<file path="config.mk">
export PLATFORM = sky130hd
export DESIGN_NAME = cpu_run_ctrl
export DESIGN_NICKNAME = d
export VERILOG_FILES = /design/src/rtl/cpu_run_ctrl.sv
export SDC_FILE = /design/constraint.sdc
export NUM_CORES = 1
export LEC_CHECK = 0
export ABC_AREA = 1
export CORE_MARGIN = 4
export CORE_UTILIZATION = 45
export CTS_CLUSTER_SIZE = 40
export DETAILED_ROUTE_END_ITERATION = 6
export GPL_ROUTABILITY_DRIVEN = 0
export HOLD_SLACK_MARGIN = 0.03
export PLACE_DENSITY = 0.77
export REMOVE_ABC_BUFFERS = 1
export SLEW_MARGIN = 25
export SYNTH_ARGS = -nofsm -noshare
export SYNTH_HDL_FRONTEND = slang
export SYNTH_SLANG_ARGS = --single-unit
</file>
<file path="constraint.sdc">
create_clock -name Clk -period 1.7 [get_ports Clk]
set_input_delay 0.255 -clock Clk [delete_from_list [all_inputs] [get_ports Clk]]
set_output_delay 0.255 -clock Clk [all_outputs]
set_load 0.01 [all_outputs]
</file>
<file path="src/rtl/cpu_run_ctrl.sv">
// Run/step/breakpoint sequencer: turns the ClkDiv instruction tick into the
// single-cycle CpuCen pulse consumed by every CPU-state register.
`timescale 1ns/1ps
module cpu_run_ctrl #(
  parameter logic [15:0] DEB_CYCLES   = 16'd50000,
  parameter bit          RUN_ON_RESET = 1'b0
) (
  input  logic        Clk,
  input  logic        Rst,
  input  logic        Cen,
  input  logic        RunSw,
  input  logic        StepBtn,
  input  logic        BrkEn,
  input  logic [7:0]  BrkAddr,
  input  logic [7:0]  PC,
  output logic        CpuCen,
  output logic [1:0]  State,
  output logic        Halted,
  output logic [15:0] CycleCnt
);

  localparam int unsigned CNT_W = 16;

  typedef enum logic [1:0] {
    ST_HALT = 2'b00,
    ST_RUN  = 2'b01,
    ST_STEP = 2'b10,
    ST_BRK  = 2'b11
  } state_t;

  state_t           state;
  logic             run_s1;
  logic             run_sync;
  logic             step_s1;
  logic             step_sync;
  logic [CNT_W-1:0] deb_cnt;
  logic             deb_level;
  logic             step_req;
  logic             armed;
  logic             brk_hit_c;

  assign State = state;

  // Two-flop synchronizers for both asynchronous user inputs
  always_ff @(posedge Clk) begin
    if (Rst) begin
      run_s1    <= 1'b0;
      run_sync  <= 1'b0;
      step_s1   <= 1'b0;
      step_sync <= 1'b0;
    end else begin
      run_s1    <= RunSw;
      run_sync  <= run_s1;
      step_s1   <= StepBtn;
      step_sync <= step_s1;
    end
  end

  // Debounce: accept a new level after DEB_CYCLES consecutive differing cycles;
  // step_req fires on the accepted 0->1 edge only.
  always_ff @(posedge Clk) begin
    if (Rst) begin
      deb_cnt   <= '0;
      deb_level <= 1'b0;
      step_req  <= 1'b0;
    end else begin
      step_req <= 1'b0;
      if (step_sync != deb_level) begin
        if ((17'(deb_cnt) + 17'd1) >= 17'(DEB_CYCLES)) begin
          deb_level <= step_sync;
          deb_cnt   <= '0;
          step_req  <= step_sync;
        end else begin
          deb_cnt <= deb_cnt + CNT_W'(1);
        end
      end else begin
        deb_cnt <= '0;
      end
    end
  end

  // armed keeps a resumed run from re-hitting the breakpoint it stopped on
  assign brk_hit_c = BrkEn && armed && (PC == BrkAddr);

  always_ff @(posedge Clk) begin
    if (Rst) begin
      state    <= RUN_ON_RESET ? ST_RUN : ST_HALT;
      Halted   <= !RUN_ON_RESET;
      CpuCen   <= 1'b0;
      CycleCnt <= '0;
      armed    <= 1'b0;
    end else begin
      CpuCen <= 1'b0;
      case (state)
        ST_HALT: begin
          if (run_sync) begin
            state  <= ST_RUN;
            Halted <= 1'b0;
            armed  <= 1'b0;
          end else if (step_req) begin
            state  <= ST_STEP;
            Halted <= 1'b0;
          end
        end
        ST_RUN: begin
          if (!run_sync) begin
            state  <= ST_HALT;
            Halted <= 1'b1;
          end else if (Cen) begin
            if (brk_hit_c) begin
              state  <= ST_BRK;
              Halted <= 1'b1;
            end else begin
              CpuCen   <= 1'b1;
              CycleCnt <= CycleCnt + CNT_W'(1);
              armed    <= 1'b1;
            end
          end
        end
        ST_STEP: begin
          if (Cen) begin
            CpuCen   <= 1'b1;
            CycleCnt <= CycleCnt + CNT_W'(1);
            state    <= ST_HALT;
            Halted   <= 1'b1;
          end
        end
        ST_BRK: begin
          // Resuming to RUN must pass through HALT (switch fall then rise)
          if (!run_sync) begin
            state  <= ST_HALT;
            Halted <= 1'b1;
          end else if (step_req) begin
            state  <= ST_STEP;
            Halted <= 1'b0;
          end
        end
      endcase
    end
  end

endmodule

</file>
== After elaboration in Yosys (flattened, before gate mapping) ==
Index checks and enable logic that the tools add are counted.
Word-level totals
  register bits: 43
  output and inout bits: 20
  logic and storage cells: 72
Operators by class
  add/subtract/negate cells: 3
  $lt $le $gt $ge: 1
  equality and inequality tests: 12
  muxes and demuxes: 31
  bitwise logic cells: 2
  reduce and logical (&&, ||, !) cells: 11
Operators by type and width (number)
  two-way mux 16 bit: 4
  adder 16 x 1 -> 16 bit, second input constant: 2
  case mux 16 bit (2 select lines): 1
  adder 16 x 1 -> 17 bit, second input constant: 1
  >= comparator 17 x 16 -> 1 bit, second input constant: 1
  two-way mux 1 bit: 15
  two-way mux 2 bit: 7
  inequality test 2 bit, second input constant: 5
  AND reduction 5 bit: 2
  == test 8 bit: 1
  case mux 2 bit (4 select lines): 1
  inequality test 3 bit, second input constant: 2
  OR reduction 3 bit: 2
  == test 2 bit, second input constant: 2
  case mux 1 bit (2 select lines): 2
  case mux 1 bit (4 select lines): 1
  nonzero test 2 bit: 2
  AND reduction 3 bit: 1
  == test 2 x 1 -> 1 bit, second input constant: 1
  logical AND 1 bit: 2
  logical NOT 2 bit: 1
  NOT 1 bit: 2
  AND reduction 2 bit: 1
  inequality test 1 bit: 1

== Depth between registers and ports, before layout ==
Gate-level depths: netlist of the first run.
  depth after elaboration: 6
  mapped depth: 14

== Least setup slack after synthesis of the first run ==
Ideal clock, no wire load.
  path type: register to register
  start point: reg deb_cnt[0]
  end point: reg deb_cnt[7]
  library setup time: 122 ps
  arrival time: 1698 ps
  required time: 1578 ps
  setup slack: -120 ps
  stages on the path, launching flop included: 13
  path through: dfxtp_1 > ha_1 > nand2_1 > nor2_4 > nand2_1 > or2_0 > nand2_1 > nand2_1 > nor2_1 > nand3_2 > nand4_4 > buf_12 > nor2_4
On the way
  word-level cells in the longest chain between the ends: 3
RTL lines
  start, declared: line 36  | logic [CNT_W-1:0] deb_cnt;
  start signal, assigned: line 74  | deb_cnt <= deb_cnt + CNT_W'(1);
  adder 16 x 1 -> 17 bit: line 69  | if ((17'(deb_cnt) + 17'd1) >= 17'(DEB_CYCLES)) begin
  >= comparator 17 x 16 -> 1 bit: line 69
  OR reduction 3 bit (no line)
Parallel ways exist; a longest one is shown, timed or not.
A chain may end at the register's enable or synchronous reset.

== Worst setup path in the final report of the first run ==
  start point: reg deb_cnt[1]
  end point: reg deb_level
On the way
  word-level cells in the longest chain between the ends: 3
RTL lines
  adder 16 x 1 -> 17 bit: line 69
  >= comparator 17 x 16 -> 1 bit: line 69
  AND reduction 2 bit (no line)
  end signal, assigned: line 70  | deb_level <= step_sync;
  end, declared: line 37  | logic deb_level;
No other way between the ends.

==> results of run 1 <==
==> logic make-up after synthesis <==
| group | after synthesis | share of synthesized area (%) |
|---|---|---|
| and+or+nand+nor | 204 | 37.7 |
| adders and majority gates | 6 | 2.96 |
| DFF | 43 | 34.0 |
| AOI/OAI and AO/OA | 34 | 7.56 |
| buffers and inverters | 56 | 9.14 |
| xor gates and xnor gates | 25 | 8.64 |
==> cell type report <==
class | instances | area (sq um)
clock inverters | 2 | 35.0
well taps | 72 | 90.1
fillers | 401 | 1610
clock buffers | 6 | 82.6
multi-input cells | 269 | 1700
repair buffers | 94 | 901
inverters | 49 | 186
flip-flops and latches | 43 | 872
==> cells in the mapped netlist (3+ instances only) <==
cell,count,share of area (%)
nor2_2,10,2.5
ha_1,6,3.0
xor2_1,18,6.2
nor2_4,4,1.8
clkbuf_1,4,0.59
o21bai_1,3,0.89
dfxtp_1,43,34
o21ai_0,6,1.2
nand2_2,4,0.99
inv_1,49,7.3
nor3_1,6,1.2
nand4_1,7,1.7
nand2_1,85,13
a21oi_1,19,3.8
xnor2_1,7,2.4
nand3_2,3,1.2
nor2_1,42,6.2
nand3_1,35,6.9
==> final timing paths <==
path / start / end / slack, ns / cells past startpoint
setup reg to reg: deb_cnt[1] / deb_level / -0.18 / 15
hold reg to reg: run_s1 / run_sync / 0.41 / 2
setup / recovery: deb_cnt[1] / deb_level / -0.18 / 15
hold / removal: run_s1 / run_sync / 0.41 / 2
==> per-layer routing <==
metal / share of wire [%] / global-route usage [%]
met1: 41 / 22.3
met2: 49 / 34.5
met3: 5.0 / 3.87
met4: 4.3 / 8.47
met5: 0 / 0
==> critical path, stage by stage (launching register included) <==
cell and delay (ns):
dfxtp_2 0.36, buf_4 0.12, nand3_4 0.11, nor2_4 0.15
nand3_1 0.08, nand2_1 0.09, nand2_2 0.09, inv_2 0.09
nand2_1 0.05, nor2_1 0.12, nand3_2 0.13, buf_6 0.14
nand2_2 0.07, nand2_1 0.07, nand2_1 0.07, nand2_1 0.04
==> stage by stage <==
step / power (mW) / std cells / instance area (sq um) / TNS [ns] / utilization, %
after floorplan: 1.16 / 361 / 2490 / -7.11 / -
after global placement: 1.27 / 514 / 3310 / -6.57 / 60.5
after detailed placement: 1.28 / 514 / 3310 / -8.03 / 60.5
after CTS: 2.13 / 528 / 3550 / -2.14 / 64.9
after global routing: 2.23 / 535 / 3870 / -4.59 / 70.7
final: 2.15 / 535 / 3870 / -2.66 / 70.7
==> power by group through the flow <==
stage | registers (mW) | clock network, mW | logic (mW)
global route | 1.04 | 0.904 | 0.285
global placement | 1.06 | 0 | 0.216
floorplan | 1.06 | 0 | 0.0939
finish | 1.04 | 0.850 | 0.260
CTS | 1.03 | 0.871 | 0.229
detailed placement | 1.06 | 0 | 0.222
==> timing repair <==
item,4_1_cts,5_1_grt
buffers inserted,5,5
pin swaps,8,22
setup endpoints to repair,18,37
gates cloned,1,2
gates resized for setup,18,67
==> run summary, run 1 <==
Logic pwr share: 12.1%
Setup WS pre-CTS: -0.285 ns
Sequential area share after synthesis: 34.0%
Ports: 42
Synthesized instance count: 368
Max-slew headroom: 76.9%
Most frequent cells in the layout: 71 x nand2_1, 46 x inv_1, 46 x buf_4, 38 x clkdlybuf4s50_1, 34 x dfxtp_1
Pwr Density: 555 nW/um^2
HPWL Detailed: 4.47 mm
Register share of total power: 48.3%
Switch share: 24.0%
Final ANT Viol Nets: 0
Cts bufs inserted: 5
Site Rows: 27
Synthesis warning total: 0
Layout Skew: 0.00512 ns
CTS sink cnt: 43
VDD IR-drop max: 452 uV
Clock latency on the worst-skew pair: 0.30 ns
Mapped Area: 2530 sq um
Share of layout cells above drive strength 1: 30.5%
H-tree depth: 2
Number of enable flip-flop cells after synthesis: 0
Total global-route track usage: 19.4%
Iteration-0 DRC Markers: 179
Final setup fails: 18
Max clock buf depth: 2
Final worst slack: -0.182 ns
Failing checks: negative setup slack
Min Hold Slack: 0.412 ns
Most common cell after layout, fill and taps aside: nand2_1
Fin crit share: 111%
CP endpoint kind: flop
Top_reg_cell synth: dfxtp_1
Worst Path Class, Setup: reg2reg
#FFs+latches synth: 43
Int Power: 1.63 mW
Clock Pin Slew Worst Setup and Hold Paths: 0.08 ns
First-pass GRT wire length: 11.3 mm
Max-slew violation count: 0
Grt total ovfl: 0
CTS tree: built
DR vias/cell: 5.26
Cts hold-fix bufs: 0
Fin nets: 490
Status: finished, violations left
Die area: 6890 sq um
NetSw: 515 uW
Pin count of the biggest net entering global routing: 24
Setup crit start kind: flop
Ys async rst share: 0%
Final WL: 7.49 mm
Hold Path Class: reg2reg
DIE WIDTH: 83.0 um
Core area: 5470 sq um
TritonRoute pass-1 iters: 4
Antenna Cells: 0
DRC errors left: 0
Worst-path fanout max: 3
Final min period: 1.88 ns
Synthesis-to-finish area growth: 52.6%
Syn avg cell area: 6.89 sq um
Maximum clock rate: 531 MHz
Leak pwr: 1.58 nW
Clock network power share: 39.6%
Worst slew pin tran: 0.346 ns
Vias: 2812
Initial Util: 46.3%
# port buffers: 41
Drt wl/cell: 14.0 um
Yosys cell types: 35
Initial antenna violation count: 0
CP required: 1.90 ns
Maxcap violations: 0
Clock root buffer: clkbuf_8
Vias in the first global route: 2650
RSZ-0062 raised after global routing: true
CP Data Arrival Time: 2.09 ns
Die height: 83.0 um
Final hold vios: 0
Note: power is estimated with default switching activity, not from simulation.
==> run 2, diff against run 1 <==
Settings changed: HOLD_SLACK_MARGIN 0.03 to not set.
==> results of run 2 <==
Final layout, timing and power as in run 1 (identical DEF).
==> run 3, diff against run 2 <==
Settings changed: GPL_TIMING_DRIVEN set to 0.
==> run summary, run 3 (synthesized netlist as in run 1, its figures left out) <==
# port buffers: 41
CP Data Arrival Time: 2.12 ns
Final hold vios: 0
Initial Util: 46.3%
Register share of total power: 50.5%
Leak pwr: 1.41 nW
Drt wl/cell: 13.9 um
Total power: 2.05 mW
Cell mode on critical path: nand2_1
CP required: 1.89 ns
Most frequent cells in the layout: 70 x nand2_1, 47 x inv_1, 34 x clkdlybuf4s50_1, 29 x nor2_1, 28 x dfxtp_1
Max incr delay on CP: 0.40 ns
RSZ-0062 raised after global routing: true
TritonRoute pass-1 iters: 4
Layout Skew: 0.00569 ns
Failing checks: negative setup slack
Crit-path cells: nand2_1 > nor2_1 > nand3_1 > nand2_1 > nand2_2 > inv_1 > nand2_1 > nor2_2 > nand3_2 > nand4_4 > buf_12 > nor2_1
Clock network power share: 37.7%
Vias in the first global route: 2483
Int Power: 1.57 mW
H-tree depth: 2
Cts bufs inserted: 5
CTS tree: built
Final WL: 6.95 mm
Pin count of the biggest net entering global routing: 25
VDD IR-drop max: 485 uV
Logic pwr share: 11.8%
DRC errors left: 0
Core area: 5470 sq um
DR vias/cell: 5.13
Final setup fails: 23
Setup TNS: -3.81 ns
Clock Pin Slew Worst Setup and Hold Paths: 0.08 ns
Hold Path Class: reg2reg
Total global-route track usage: 18.1%
Worst-path fanout max: 8
First-pass GRT wire length: 10.7 mm
Clock root buffer: clkbuf_8
CP endpoint kind: flop
Final core occ: 66.7%
Antenna Cells: 0
DIE WIDTH: 83.0 um
Clock latency on the worst-skew pair: 0.29 ns
Die area: 6890 sq um
Fillers: 427
Synthesis-to-finish area growth: 44.1%
Fin nets: 456
Initial antenna violation count: 0
Share of layout cells above drive strength 1: 27.3%
Die height: 83.0 um
Max-slew headroom: 44.1%
Most common cell after layout, fill and taps aside: nand2_1
Maximum clock rate: 517 MHz
Setup crit start kind: flop
HPWL Detailed: 4.09 mm
NetSw: 478 uW
Crit path max-delay cell type: dfxtp_1
Site Rows: 27
Worst path bufs/invs: 2
Cts hold-fix bufs: 0
Final worst slack: -0.234 ns
Final min period: 1.93 ns
Switch share: 23.3%
Worst slew pin tran: 0.838 ns
Status: finished, violations left
Grt total ovfl: 0
CTS sink cnt: 43
Max-slew violation count: 0
Fin crit share: 114%
Maxcap violations: 0
Max clock buf depth: 2
Final ANT Viol Nets: 0
Ports: 42
Vias: 2563
Worst Path Class, Setup: reg2reg
Worst path top cell family by delay: simple AND/OR/NAND/NOR gates
Pwr Density: 561 nW/um^2
Iteration-0 DRC Markers: 226
run 3: cell types whose count changed in the layout (fill, tap and decap cells not counted), moves of 3 or more:
cell	delta
buf_4	-35
nand3_2	+6
dlymetal6s2s_1	+3
nand3_1	-7
dfxtp_1	-6
nor2_4	-6
dfxtp_2	+4
clkdlybuf4s50_1	-4
nor2_2	+6
run 3: path summary, 6_finish.rpt:
kind,cells past startpoint,from,endpoint,slack [ns]
max,12,deb_cnt[11],deb_cnt[0],-0.23
min,2,step_s1,step_sync,0.41
max reg2reg,12,deb_cnt[11],deb_cnt[0],-0.23
min reg2reg,2,step_s1,step_sync,0.41
run 3: cell type report:
| type | instances | area [sq um] | share of cell area (%) |
|---|---|---|---|
| multi-input cells | 271 | 1770 | 48.3 |
| flip-flops and latches | 43 | 885 | 24.2 |
| well taps | 72 | 90.1 | 2.47 |
| clock inverters | 1 | 30.0 | 0.822 |
| clock buffers | 6 | 72.6 | 1.99 |
| inverters | 49 | 184 | 5.04 |
| repair buffers | 58 | 626 | 17.1 |
run 3: layer usage:
metal	up-vias	part of all wire, %	global-route usage, %
met5	-	0	0
li1	1286	-	-
met2	81	53	32.1
met1	1175	39	21.9
met3	21	5.4	4.66
met4	0	2.6	4.01
run 3: metrics by stage:
stage	area (sq um)	setup slack, ns	std cells	hold WS [ns]
floorplan	2490	-0.416	361	0.324
global placement	2990	-0.945	474	0.393
detailed placement	2990	-0.906	474	0.395
CTS	3280	-0.0980	492	0.405
global route	3650	-0.353	500	0.432
finish	3650	-0.234	500	0.405
run 3: power groups by stage:
stage          sequential, mW  combinational [mW]  clock [mW]
6_report                 1.04               0.241       0.772
5_1_grt                  1.04               0.265       0.840
4_1_cts                  1.04               0.214       0.789
3_5_place_dp             1.06               0.198           0
3_3_place_gp             1.06               0.193           0
2_1_floorplan            1.06              0.0939           0
run 3: what timing repair did:
item / in CTS / in global routing
endpoints found under the hold margin: 0 / 0
resized for setup: 23 / 78
endpoints found under the setup margin: 34 / 37
pin swaps: 11 / 21
cloned: 1 / 3
buffers inserted: 10 / 5
run 3: worst register-to-register path, delay by kind of cell (launching register included):
family | cells | cell delay [ns]
DFF | 1 | 0.40
and+or+nand+nor | 10 | 1.19
buffers and inverters | 2 | 0.23
